==> src/rtl/edge_evt_pkg.sv <==
// Shared types and helpers for the edge-event arbiter: FSM state, channel limit, wrap increment.
// Pure declarations, no logic of its own.
package edge_evt_pkg;

  typedef enum logic {IDLE, OFFER} arb_state_e;

  localparam int MAX_CH = 16;

  function automatic int rr_next(input int idx, input int n);
    return (idx >= n - 1) ? 0 : idx + 1;
  endfunction

endpackage

==> src/rtl/edge_evt_rr_pick.sv <==
// Combinational round-robin picker: first set bit of req at or above start, wrapping.
// Zero latency; no flow control.
module edge_evt_rr_pick #(
  parameter  int W  = 4,
  localparam int PW = $clog2(W)
) (
  input  logic [W-1:0]  req,
  input  logic [PW-1:0] start,
  output logic          found,
  output logic [PW-1:0] idx
);

  logic [PW:0] pos;

  // Walk offsets from the far end so the nearest set bit to start is written last.
  always_comb begin
    found = 1'b0;
    idx   = '0;
    pos   = '0;
    for (int k = W - 1; k >= 0; k--) begin
      pos = {1'b0, start} + (PW+1)'(k);
      if (pos >= (PW+1)'(W)) pos = pos - (PW+1)'(W);
      if (req[pos[PW-1:0]]) begin
        found = 1'b1;
        idx   = pos[PW-1:0];
      end
    end
  end

endmodule

==> src/rtl/edge_event_arbiter.sv <==
// Edge-event scheduler: sticky per-channel events served round-robin over valid/ready, one accept per cycle.
// Edge to pending 1 cycle, pending to valid 1 more; valid held until ready. FALLING_EDGE_EN adds falling events.
module edge_event_arbiter
  import edge_evt_pkg::*;
#(
  parameter  int NUM_CH = 4,
  localparam int CH_W   = $clog2(NUM_CH)
) (
  input  logic              clk,
  input  logic              resetn,
  input  logic [NUM_CH-1:0] din,
  input  logic [NUM_CH-1:0] ch_en,
  input  logic [NUM_CH-1:0] ovf_clr,
  output logic              evt_valid,
  input  logic              evt_ready,
  output logic [CH_W-1:0]   evt_ch,
  output logic              evt_pol,
  output logic [NUM_CH-1:0] pending,
  output logic [NUM_CH-1:0] overflow
);

`ifdef FALLING_EDGE_EN
  localparam int NE = 2 * NUM_CH;
`else
  localparam int NE = NUM_CH;
`endif
  localparam int EW = $clog2(NE);

  logic [NUM_CH-1:0] din_q, rise;
  logic [NE-1:0]     ev_set, ev_en, ev_clr, ev_pend, ev_ovf, ev_acc, req;
  logic [EW-1:0]     evt_idx, rr_ptr, start, pick_idx, idx_next;
  logic              pick_found, pick_pol, accept;
  arb_state_e        state;

  assign rise = din & ~din_q & ch_en;

`ifdef FALLING_EDGE_EN
  logic [NUM_CH-1:0] fall;
  assign fall = ~din & din_q & ch_en;

  // Event slot 2*i is the rising edge of channel i, slot 2*i+1 its falling edge.
  always_comb begin
    ev_set   = '0;
    ev_en    = '0;
    ev_clr   = '0;
    pending  = '0;
    overflow = '0;
    for (int i = 0; i < NUM_CH; i++) begin
      ev_set[2*i]   = rise[i];
      ev_set[2*i+1] = fall[i];
      ev_en[2*i]    = ch_en[i];
      ev_en[2*i+1]  = ch_en[i];
      ev_clr[2*i]   = ovf_clr[i];
      ev_clr[2*i+1] = ovf_clr[i];
      pending[i]    = ev_pend[2*i] | ev_pend[2*i+1];
      overflow[i]   = ev_ovf[2*i] | ev_ovf[2*i+1];
    end
  end
  assign evt_ch   = evt_idx[EW-1:1];
  assign pick_pol = ~pick_idx[0];
`else
  assign ev_set   = rise;
  assign ev_en    = ch_en;
  assign ev_clr   = ovf_clr;
  assign pending  = ev_pend;
  assign overflow = ev_ovf;
  assign evt_ch   = evt_idx;
  assign pick_pol = 1'b1;
`endif

  assign accept   = evt_valid & evt_ready;
  assign ev_acc   = accept ? (NE'(1) << evt_idx) : '0;
  assign req      = ev_pend & ev_en & ~ev_acc;
  assign idx_next = EW'(rr_next(int'(evt_idx), NE));
  assign start    = accept ? idx_next : rr_ptr;

  edge_evt_rr_pick #(.W(NE)) u_pick (
    .req   (req),
    .start (start),
    .found (pick_found),
    .idx   (pick_idx)
  );

  always_ff @(posedge clk or negedge resetn) begin
    if (!resetn) begin
      din_q     <= '0;
      ev_pend   <= '0;
      ev_ovf    <= '0;
      evt_valid <= 1'b0;
      evt_idx   <= '0;
      evt_pol   <= 1'b0;
      rr_ptr    <= '0;
      state     <= IDLE;
    end else begin
      din_q   <= din;
      // A new edge beats a same-cycle accept or clear.
      ev_pend <= (ev_pend & ~ev_acc & ev_en) | ev_set;
      ev_ovf  <= (ev_ovf & ~ev_clr) | (ev_set & ev_pend & ~ev_acc);
      case (state)
        IDLE: begin
          if (pick_found) begin
            evt_idx   <= pick_idx;
            evt_pol   <= pick_pol;
            evt_valid <= 1'b1;
            state     <= OFFER;
          end
        end
        OFFER: begin
          if (accept) begin
            rr_ptr <= idx_next;
            if (pick_found) begin
              evt_idx <= pick_idx;
              evt_pol <= pick_pol;
            end else begin
              evt_valid <= 1'b0;
              state     <= IDLE;
            end
          end
        end
        default: begin
          evt_valid <= 1'b0;
          state     <= IDLE;
        end
      endcase
    end
  end

endmodule

==> config.mk <==
export PLATFORM = sky130hd
export DESIGN_NAME = edge_event_arbiter
export DESIGN_NICKNAME = d
export VERILOG_FILES = /design/src/rtl/edge_evt_pkg.sv /design/src/rtl/edge_evt_rr_pick.sv /design/src/rtl/edge_event_arbiter.sv
export SDC_FILE = /design/constraint.sdc
export NUM_CORES = 1
export LEC_CHECK = 0
export BUFFER_PORTS_ARGS = -buffer_cell sky130_fd_sc_hd__clkbuf_2
export CAP_MARGIN = 15
export CORE_MARGIN = 10
export CORE_UTILIZATION = 45
export CTS_BUF_LIST = sky130_fd_sc_hd__clkbuf_16
export DETAILED_ROUTE_END_ITERATION = 10
export PLACE_DENSITY_LB_ADDON = 0.25
export SLEW_MARGIN = 20
export SYNTH_ARGS = -nofsm -noshare
export SYNTH_HDL_FRONTEND = slang
export SYNTH_SLANG_ARGS = --single-unit
==> constraint.sdc <==
create_clock -name clk -period 1.8 [get_ports clk]
set_clock_uncertainty 0.15 [all_clocks]
set_input_delay 0.45 -clock clk [delete_from_list [all_inputs] [get_ports clk]]
set_output_delay 0.45 -clock clk [all_outputs]
set_load 0.05 [all_outputs]
==> reports/qor.yml, run 1 <==
grt:
  grtUsageTotal: 0.0965
  grt_pass1_wl_mm: 3.34
  antenna_found_initial: 0
  grt_pass1_vias: 718
  grt_max_degree: 20
  overflow: 0
route:
  num_vias: 740
  postRouteAntennaNets: 0
  drc: 0
  via_per_inst: 5.00
  firstDrtPassIters: 4
  wl_per_cell_um: 15.1
  detail_route.wirelength_mm: 2.24
  drt_iter0_drc: 33
pwr:
  ir_drop_v: 0.000857
  p_switching_uw: 753
  switching_share: 0.394
  powerDensity_nw_per_um2: 1450
  power.total_uw: 1910
  combPwrFrac: 0.439
  p_clk_frac: 0.236
  p_leak_uw: 0.000630
  p_int_uw: 1160
  seqPwrFrac: 0.325
floorplan:
  rows: 16
  ioPinCount: 27
  die_h_um: 66.3
  initial_core_util: 0.482
  floorplan.die_area_um2: 4400
  coreArea_um2: 2000
  die_x_um: 66.3
layout:
  drive_above_1_share: 0.496
  antennaDiodeCount: 0
  area_growth_pct: 36.6
  postLayoutCellArea_um2: 1320
  fin_nets: 141
  fill_cells: 157
  utilization: 0.658
cts:
  clock_latency_ns: 0.25
  cts_tree: "built"
  clk_pin_slew_ns: 0.05
  numCtsBuffers: 3
  cts.sinks: 19
  clock-root-buffer: "clkbuf_16"
  hold_buffers: 0
  cts_max_level: 1
  cts_max_path_buffers: 2
logic_synthesis:
  ys_seq_elements: 19
  yosys_most_used_dff: "dfrtp_1"
  synth_fp_nets: 105
  async_flop_share: 1.00
  synth-edff-count: 0
  yosysUniqueCellTypes: 29
  syn_inst: 86
  syn-mean-instance-area_um2: 11.2
  ys_seq_area_frac: 0.493
  yosysWarnings: 0
  syn-cell-area_um2: 965
worst_setup_path:
  startpoint: "evt_ch[1]$_DFFE_PN0P_"
  ff2ff_path_depth: 7
  critPathCapture: "evt_valid$_DFFE_PN0P_"
  arrival_ns: 1.74
  r2r-start: "evt_ch[1]$_DFFE_PN0P_"
  rrSetupSlack_ns: 0.05
  cp-end-kind: "flip-flop"
  worstPathMaxFanout: 4
  regToRegEndpoint: "evt_valid$_DFFE_PN0P_"
  crit_type: "flip-flop to flip-flop"
  start_kind: "flip-flop"
  critPathRequiredTime_ns: 1.79
hold_path:
  hold_class: "input pin to async pin"
timing:
  slew_viol_final: 0
  tightest_slew_ns: 0.470
  rsz0062_at_grt: "true"
  slew_headroom: 0.687
  min_period_over_period: 0.972
  fin_setup_tns_ns: 0
  hold_ws_ns: -0.00568
  finalHoldViolCount: 12
  finalSetupViolations: 0
  fmax_mhz: 571
  fin_crit_ns: 1.75
flow_run:
  cap_viol_max_count: 0
outcome:
  outcome: "finished with violations"
  violations: "hold timing"
placed_design:
  io_buffers: 26
  place.gp.congestion: 0.766
  dp_hpwl_mm: 1.66
  dpl_cell_area_um2: 1200
## placed cells by master, fill, tap and decap left out, drive strengths merged
master,Yosys,final
clkbuf,0,29
dfrtp,19,19
nand2,11,11
inv,10,10
buf,1,6
nor2,5,5
a21oi,5,5
ha,4,4
a32o,3,3
o21a,3,3
and2,3,3
a31o,2,2
nand3b,2,2
o32ai,2,2
mux2i,2,2
nor3,2,2
nand2b,2,2
o21ai,2,2
o41ai,2,2
and3,1,1
a21o,1,1
nor2b,1,1
nor4,1,1
mux2,1,1
nand3,1,1
clkinv,0,1
## metrics by stage
stage / setup WS (ns) / std cells
2_1_floorplan: -0.0321 / 86
3_3_place_gp: 0.0187 / 141
3_5_place_dp: -0.00308 / 141
4_1_cts: 0.00960 / 145
5_1_grt: -0.0141 / 148
6_report: 0.0501 / 148
## cell families (layout without fill, tap and decap cells)
| logic type | Yosys count | in the layout | share of synthesized area |
|---|---|---|---|
| mux | 3 | 3 | 0.0402 |
| flops | 19 | 19 | 0.493 |
| simple gates | 29 | 29 | 0.156 |
| buf+inv | 11 | 46 | 0.0506 |
| fa+ha+maj | 4 | 4 | 0.0519 |
| compound gates | 20 | 20 | 0.209 |
## area by class of cell
class                           instances  area, µm²  share of cell area
Multi-Input combinational cell         56        512               0.388
Sequential cell                        19        479               0.364
Timing Repair Buffer                   32        175               0.133
Clock buffer                            3       75.1              0.0570
Inverter                               10       37.5              0.0285
Tap cell                               27       33.8              0.0256
Clock inverter                          1       5.00             0.00380
## metal layers
| layer | wire, µm | vias up | track usage |
|---|---|---|---|
| met2 | 1060 | 19 | 0.151 |
| li1 | - | 369 | - |
| met4 | 43 | 0 | 0.0419 |
| met1 | 938 | 346 | 0.111 |
| met3 | 201 | 6 | 0.0424 |
| met5 | 0 | - | 0 |
## cell usage after synthesis, types with 2 or more instances
master | instances | share of area
a21oi_4 | 2 | 0.034
a31o_2 | 2 | 0.018
nand2b_1 | 2 | 0.013
ha_1 | 4 | 0.052
o32ai_1 | 2 | 0.018
dfrtp_1 | 19 | 0.49
inv_1 | 10 | 0.039
nor3_1 | 2 | 0.010
a21oi_1 | 2 | 0.010
nand2_1 | 11 | 0.043
o21a_1 | 3 | 0.023
nor2_1 | 5 | 0.019
and2_1 | 2 | 0.013
nand3b_1 | 2 | 0.016
a32o_1 | 3 | 0.031
mux2i_2 | 2 | 0.029
## power groups by stage
stage               clock network (µW)  logic (µW)  registers (µW)
finish                             451         837             620
global route                       477         906             629
CTS                                459         780             618
detailed placement                   0         774             625
global placement                     0         761             622
floorplan                            0         446             787
## state kept, by name, summed over array words and instances (netlist names)
signal and cells:
din_q 4, overflow 4, pending 4, evt_ch 2, rr_ptr 2, evt_pol 1
evt_valid 1, state 1
## how the worst min path moves through the flow
stage | endpoint | slack, ns | cells past startpoint
3_5_place_dp | state$_DFF_PN0_ | 0.28 | 1
5_1_grt | overflow[2]$_DFF_PN0_ | 0.03 | 1
3_3_place_gp | state$_DFF_PN0_ | 0.28 | 1
4_1_cts | overflow[2]$_DFF_PN0_ | 0.02 | 1
2_1_floorplan | din_q[0]$_DFF_PN0_ | 0.004 | 0
6_report | state$_DFF_PN0_ | -0.006 | 1
## what timing repair did
action,in CTS,in global routing
endpoints found under the hold margin,0,0
endpoints found under the setup margin,0,3
buffers inserted,0,3
resized for setup,0,3
## critical path, cell delays in order (launching register included)
cell and delay, ns:
dfrtp_2 0.44, inv_2 0.09, ha_1 0.15, and3_4 0.20, nor2b_4 0.06, nor4_4 0.31
nor2_1 0.07, o21a_1 0.16
(Power assumes the default switching activity.)
==> inputs of run 2 (changes only) <==
Settings changed: CORE_UTILIZATION 45 to 25, REMOVE_ABC_BUFFERS set to 1.
==> run 2 against run 1 <==
  * The flow finishes with violations (setup timing)
  * Combinational power is 21% higher
  * Die area is 53% higher
  * First-iteration DRC count is 9.1% lower
  * Design area is 8.5% higher
  * Routed wire length is 9.9% higher
  * Sequential power is 3% lower
  * Final cell count is 21% higher
  * Non-clock buffer count is 10 higher
  * Utilization is 27 points lower
  * Critical endpoint is now evt_ch[1]$_DFFE_PN0P_
  * Largest power group unchanged
==> reports/qor.yml, run 2 (synthesis results as in run 1) <==
route:
  num_vias: 808  # +9.2%
  detail_route.wirelength_mm: 2.46  # +9.9%
  firstDrtPassIters: 4  # unchanged
  drc: 0  # unchanged
  wl_per_cell_um: 13.7  # -9.2%
  via_per_inst: 4.51  # -9.7%
  postRouteAntennaNets: 0  # unchanged
  drt_iter0_drc: 30  # -9.1%
grt:
  grt_pass1_wl_mm: 3.91  # +17%
  grtUsageTotal: 0.0737  # -0.0228
  overflow: 0  # unchanged
  antenna_found_initial: 0  # unchanged
  grt_max_degree: 20  # unchanged
  grt_pass1_vias: 920  # +28%
timing:
  min_period_over_period: 1.00  # +0.0323
  rsz0062_at_grt: "true"
  slew_viol_final: 0  # unchanged
  setup_ws_ns: -0.00805  # -0.0581 ns
  hold_ws_ns: 0.00287  # +0.00855 ns
  fin_crit_ns: 1.81  # +0.0581 ns
  slew_headroom: 0.672  # -0.0151
  fmax_mhz: 553  # -3.2%
  fin_setup_tns_ns: -0.00805  # -0.00805 ns
  finalSetupViolations: 1  # +1
  finalHoldViolCount: 0  # -12
  tightest_slew_ns: 0.492  # +0.0227 ns
outcome:
  violations: "setup timing"
  outcome: "finished with violations"
placed_design:
  io_buffers: 26  # unchanged
  dpl_cell_area_um2: 1220  # +1.2%
  dp_hpwl_mm: 1.85  # +11%
  place.gp.congestion: 0.748  # -2.3%
  place_ws_ns: -0.131  # -0.127 ns
cts:
  clk_pin_slew_ns: 0.05  # about the same
  cts_max_path_buffers: 2  # unchanged
  numCtsBuffers: 3  # unchanged
  hold_buffers: 0  # unchanged
  cts.sinks: 19  # unchanged
  cts_max_level: 1  # unchanged
  clock_latency_ns: 0.25  # about the same
  cts_tree: "built"
  clock-root-buffer: "clkbuf_16"
layout:
  fill_cells: 386  # +150%
  final_common_cell: "clkbuf_2"
  area_growth_pct: 48.1
  antennaDiodeCount: 0  # unchanged
  drive_above_1_share: 0.519  # +0.0232
  postLayoutCellArea_um2: 1430  # +8.5%
  final_cell_mix: "clkbuf_2 (26), dfrtp_1 (18), buf_4 (15)"
  fin_nets: 151  # +7.1%
worst_setup_path:
  critPathRequiredTime_ns: 1.80  # about the same
  cp-end-kind: "flip-flop"
  crit_type: "flip-flop to flip-flop"
  critical_path.cell_chain: "buf_6, ha_4, a21oi_4, nor3_2, o21a_1, o41ai_2"
  worstPathMaxFanout: 7  # +3
  start_kind: "flip-flop"
  critical_path.max_stage_delay_ns: 0.44  # about the same
  cp_slowest_cell: "dfrtp_2"
  arrival_ns: 1.81  # +0.07 ns
floorplan:
  die_x_um: 82.1  # +24%
  floorplan.die_area_um2: 6740  # +53%
  ioPinCount: 27  # unchanged
  initial_core_util: 0.262  # -0.220
  rows: 22  # +6
  coreArea_um2: 3690  # +84%
  die_h_um: 82.1  # +24%
hold_path:
  hold_class: "input pin to async pin"
pwr:
  ir_drop_v: 0.000492  # -43%
  powerDensity_nw_per_um2: 1450  # -0.26%
  p_leak_uw: 0.000684  # +8.7%
flow_run:
  cap_viol_max_count: 0  # unchanged
[run 2: power breakdown]
group	internal (µW)	leakage, µW	total (µW)	switching (µW)
clock network	295	0.0000423	450	154
logic	452	0.000410	1010	559
registers	515	0.000232	604	89.2
total	1260	0.000684	2060	802
[run 2: worst paths after layout]
check | startpoint | endpoint | slack, ns | cells after the start
worst max-delay path | evt_ch[0]$_DFFE_PN0P_ | evt_ch[1]$_DFFE_PN0P_ | -0.008 | 6
worst min-delay path | resetn | pending[1]$_DFF_PN0_ | 0.003 | 1
worst max register to register | evt_ch[0]$_DFFE_PN0P_ | evt_ch[1]$_DFFE_PN0P_ | -0.008 | 6
worst min register to register | din_q[1]$_DFF_PN0_ | overflow[1]$_DFF_PN0_ | 0.31 | 1
max in group asynchronous | resetn | evt_ch[0]$_DFFE_PN0P_ | 1.13 | 1
min in group clk | din[3] | din_q[3]$_DFF_PN0_ | 0.19 | 1
[run 2: timing repair]
action	CTS	global route
setup endpoints to repair	2	5
pin swaps	2	7
setup buffers	3	3
gates resized for setup	5	12
[run 2: layout make-up]
cell class                      instances  area [µm²]  area share
Clock buffer                            3        75.1      0.0525
Clock inverter                          1        3.75     0.00263
Inverter                               10        37.5      0.0263
Multi-Input combinational cell         56         522       0.365
Sequential cell                        19         477       0.334
Tap cell                               48        60.1      0.0420
Timing Repair Buffer                   42         254       0.178
[run 2: per-stage QoR]
| stage | instances | power, µW | utilization |
|---|---|---|---|
| 6_report | 179 | 2060 | 0.387 |
| 5_1_grt | 179 | 2190 | 0.387 |
| 4_1_cts | 176 | 1980 | 0.368 |
| 3_5_place_dp | 169 | 1400 | 0.330 |
| 3_3_place_gp | 169 | 1390 | 0.330 |
| 2_1_floorplan | 85 | 1120 | - |
[run 2: critical path: cells and delay by family, from the launching register on]
kind / cells / cell delay (ns)
AOI/OAI and AO/OA: 3 / 0.75
adders and majority gates: 1 / 0.17
buffers and inverters: 1 / 0.13
DFF: 1 / 0.44
and+or+nand+nor: 1 / 0.07
[run 2: layer usage]
metal,vias up,share of wire,track usage
met2,18,0.52,0.125
met5,-,0,0
li1,389,-,-
met4,0,0.015,0.0408
met3,2,0.072,0.0270
met1,399,0.39,0.0776
==> inputs of run 3 (changes only) <==
Clock period 1.8 ns to 1.6 ns, I/O delays scaled along.
==> run 3 against run 2 <==
  * The run still ends with setup timing left
  * Clock power is 15% higher
  * Via count up 6.3%
  * Sequential share of layout area shrank 4.5 points
  * Design area is 16% higher
  * Critical path type unchanged
  * Critical endpoint unchanged
  * Largest cell class unchanged
  * Highest routed layer unchanged
==> reports/qor.yml, run 3 (synthesis results as in run 1) <==
timing:
  finalSetupViolations: 8  # +7
  fin_crit_ns: 1.85  # +0.0371 ns
  slew_headroom: 0.678  # +0.00588
  tightest_slew_ns: 0.484  # -0.00882 ns
  min_period_over_period: 1.15  # +0.149
  rsz0062_at_grt: "true"
  slew_viol_final: 0  # unchanged
  fmax_mhz: 542  # -2.0%
  setup_ws_ns: -0.245  # -0.237 ns
  finalHoldViolCount: 0  # unchanged
  hold_ws_ns: 0.136  # +0.133 ns
layout:
  antennaDiodeCount: 0  # unchanged
  fill_cells: 355  # -8.0%
  drive_above_1_share: 0.601  # +0.0823
  final_cell_mix: "buf_4 (27), clkbuf_2 (23), dfrtp_1 (18)"
  area_growth_pct: 71.2
  final_common_cell: "buf_4"
  fin_nets: 168  # +11%
  multi_input_area_um2: 572  # +9.6%
  regArea_um2: 477  # unchanged
worst_setup_path:
  arrival_ns: 1.85  # +0.04 ns
  critPathRequiredTime_ns: 1.61  # -0.19 ns
  start_kind: "flip-flop"
  ff2ff_path_depth: 7  # +1
  rrSetupSlack_ns: -0.25  # -0.24 ns
  regToRegEndpoint: "evt_ch[1]$_DFFE_PN0P_"
  worstPathMaxFanout: 5  # -2
  cp-end-kind: "flip-flop"
  r2r-start: "evt_ch[1]$_DFFE_PN0P_"
  crit_type: "flip-flop to flip-flop"
placed_design:
  dp_hpwl_mm: 1.93  # +4.4%
  place.gp.congestion: 0.763  # +2.0%
  io_buffers: 26  # unchanged
  place_ws_ns: -0.310  # -0.179 ns
floorplan:
  ioPinCount: 27  # unchanged
  floorplan.die_area_um2: 6740  # unchanged
  coreArea_um2: 3690  # unchanged
  die_h_um: 82.1  # unchanged
  die_x_um: 82.1  # unchanged
  rows: 22  # unchanged
  initial_core_util: 0.262  # unchanged
route:
  postRouteAntennaNets: 0  # unchanged
  num_vias: 859  # +6.3%
  detail_route.wirelength_mm: 2.64  # +7.4%
  wl_per_cell_um: 13.5  # -2.0%
  via_per_inst: 4.38  # -2.9%
  drc: 0  # unchanged
  firstDrtPassIters: 4  # unchanged
  drt_iter0_drc: 13  # -57%
cts:
  cts_max_level: 1  # unchanged
  cts_max_path_buffers: 2  # unchanged
  cts.sinks: 19  # unchanged
  numCtsBuffers: 3  # unchanged
  clk_pin_slew_ns: 0.05  # about the same
  clock-root-buffer: "clkbuf_16"
  cts_tree: "built"
  clock_latency_ns: 0.25  # about the same
hold_path:
  min_to: "din_q[3]$_DFF_PN0_"
  hold_class: "input pin to flip-flop"
  worstHoldStart: "din[3]"
  hold_depth: 1
grt:
  grt_pass1_wl_mm: 4.08  # +4.6%
  antenna_found_initial: 0  # unchanged
  grtUsageTotal: 0.0790  # +0.00533
  overflow: 0  # unchanged
  grt_max_degree: 20  # unchanged
  grt_pass1_vias: 892  # -3.0%
outcome:
  outcome: "finished with violations"
  violations: "setup timing"
flow_run:
  cap_viol_max_count: 0  # unchanged
pwr:
  power.total_uw: 2570  # +24%
  ir_drop_v: 0.000661  # +34%
  p_leak_uw: 0.000788  # +15%
  powerDensity_nw_per_um2: 1560  # +7.6%
[run 3: cell count changes in the layout (fill, tap and decap cells not counted), moves of 2 or more]
cell	previous run	this run
clkbuf_2	26	23
buf_4	15	27
o32ai_1	2	0
o32ai_2	0	2
inv_1	10	8
buf_6	1	6
[run 3: through the flow]
stage,instances,cell area (µm²),setup TNS [ns],utilization
after detailed placement,176,1270,-1.12,0.345
after CTS,189,1530,-1.13,0.414
final,196,1650,-1.17,0.448
after global placement,176,1270,-0.936,0.345
after floorplan,85,953,-2.56,-
after global routing,196,1650,-1.73,0.448
[run 3: timing repair]
item                                    in CTS  in global routing
buffers inserted                             8                  7
hold endpoints to repair                    19                  0
pin swaps                                   11                 14
endpoints found under the setup margin       8                 11
resized for setup                           20                 19
hold buffers                                 1                  0
[run 3: layout make-up]
| class | count | share of cell area |
|---|---|---|
| sequential | 19 | 0.289 |
| clock inverter | 1 | 0.00303 |
| tap | 48 | 0.0364 |
| multi-input combinational | 56 | 0.346 |
| timing repair buffer | 59 | 0.256 |
| clock buffer | 3 | 0.0455 |
| inverter | 10 | 0.0242 |
[run 3: where the power goes]
group / leakage (µW) / internal (µW) / switching [µW]
sequential: 0.000232 / 579 / 103
clock: 0.0000409 / 335 / 182
combinational: 0.000515 / 685 / 684
[run 3: critical path, stage by stage, from the launching register on]
cell	delay [ns]
dfrtp_1	0.41
buf_6	0.14
buf_6	0.11
ha_4	0.15
a21oi_4	0.22
o41ai_4	0.11
buf_4	0.16
o41ai_2	0.30
[run 3: per-layer routing]
metal	up-vias	track usage	wire [µm]
met1	415	0.0846	1060
met4	0	0.0493	64
met2	15	0.132	1380
met3	5	0.0259	139
li1	424	-	-
met5	-	0	0
[run 3: how the worst max path moves through the flow]
stage / startpoint / slack [ns] / depth (start not counted) / end
global route: evt_ch[1]$_DFFE_PN0P_ / -0.33 / 7 / evt_ch[1]$_DFFE_PN0P_
global placement: evt_ready / -0.29 / 6 / evt_ch[0]$_DFFE_PN0P_
detailed placement: evt_ready / -0.31 / 6 / evt_ch[0]$_DFFE_PN0P_
floorplan: evt_ch[1]$_DFFE_PN0P_ / -0.58 / 6 / evt_ch[1]$_DFFE_PN0P_
CTS: evt_ch[1]$_DFFE_PN0P_ / -0.21 / 7 / evt_ch[1]$_DFFE_PN0P_
finish: evt_ch[1]$_DFFE_PN0P_ / -0.25 / 7 / evt_ch[1]$_DFFE_PN0P_
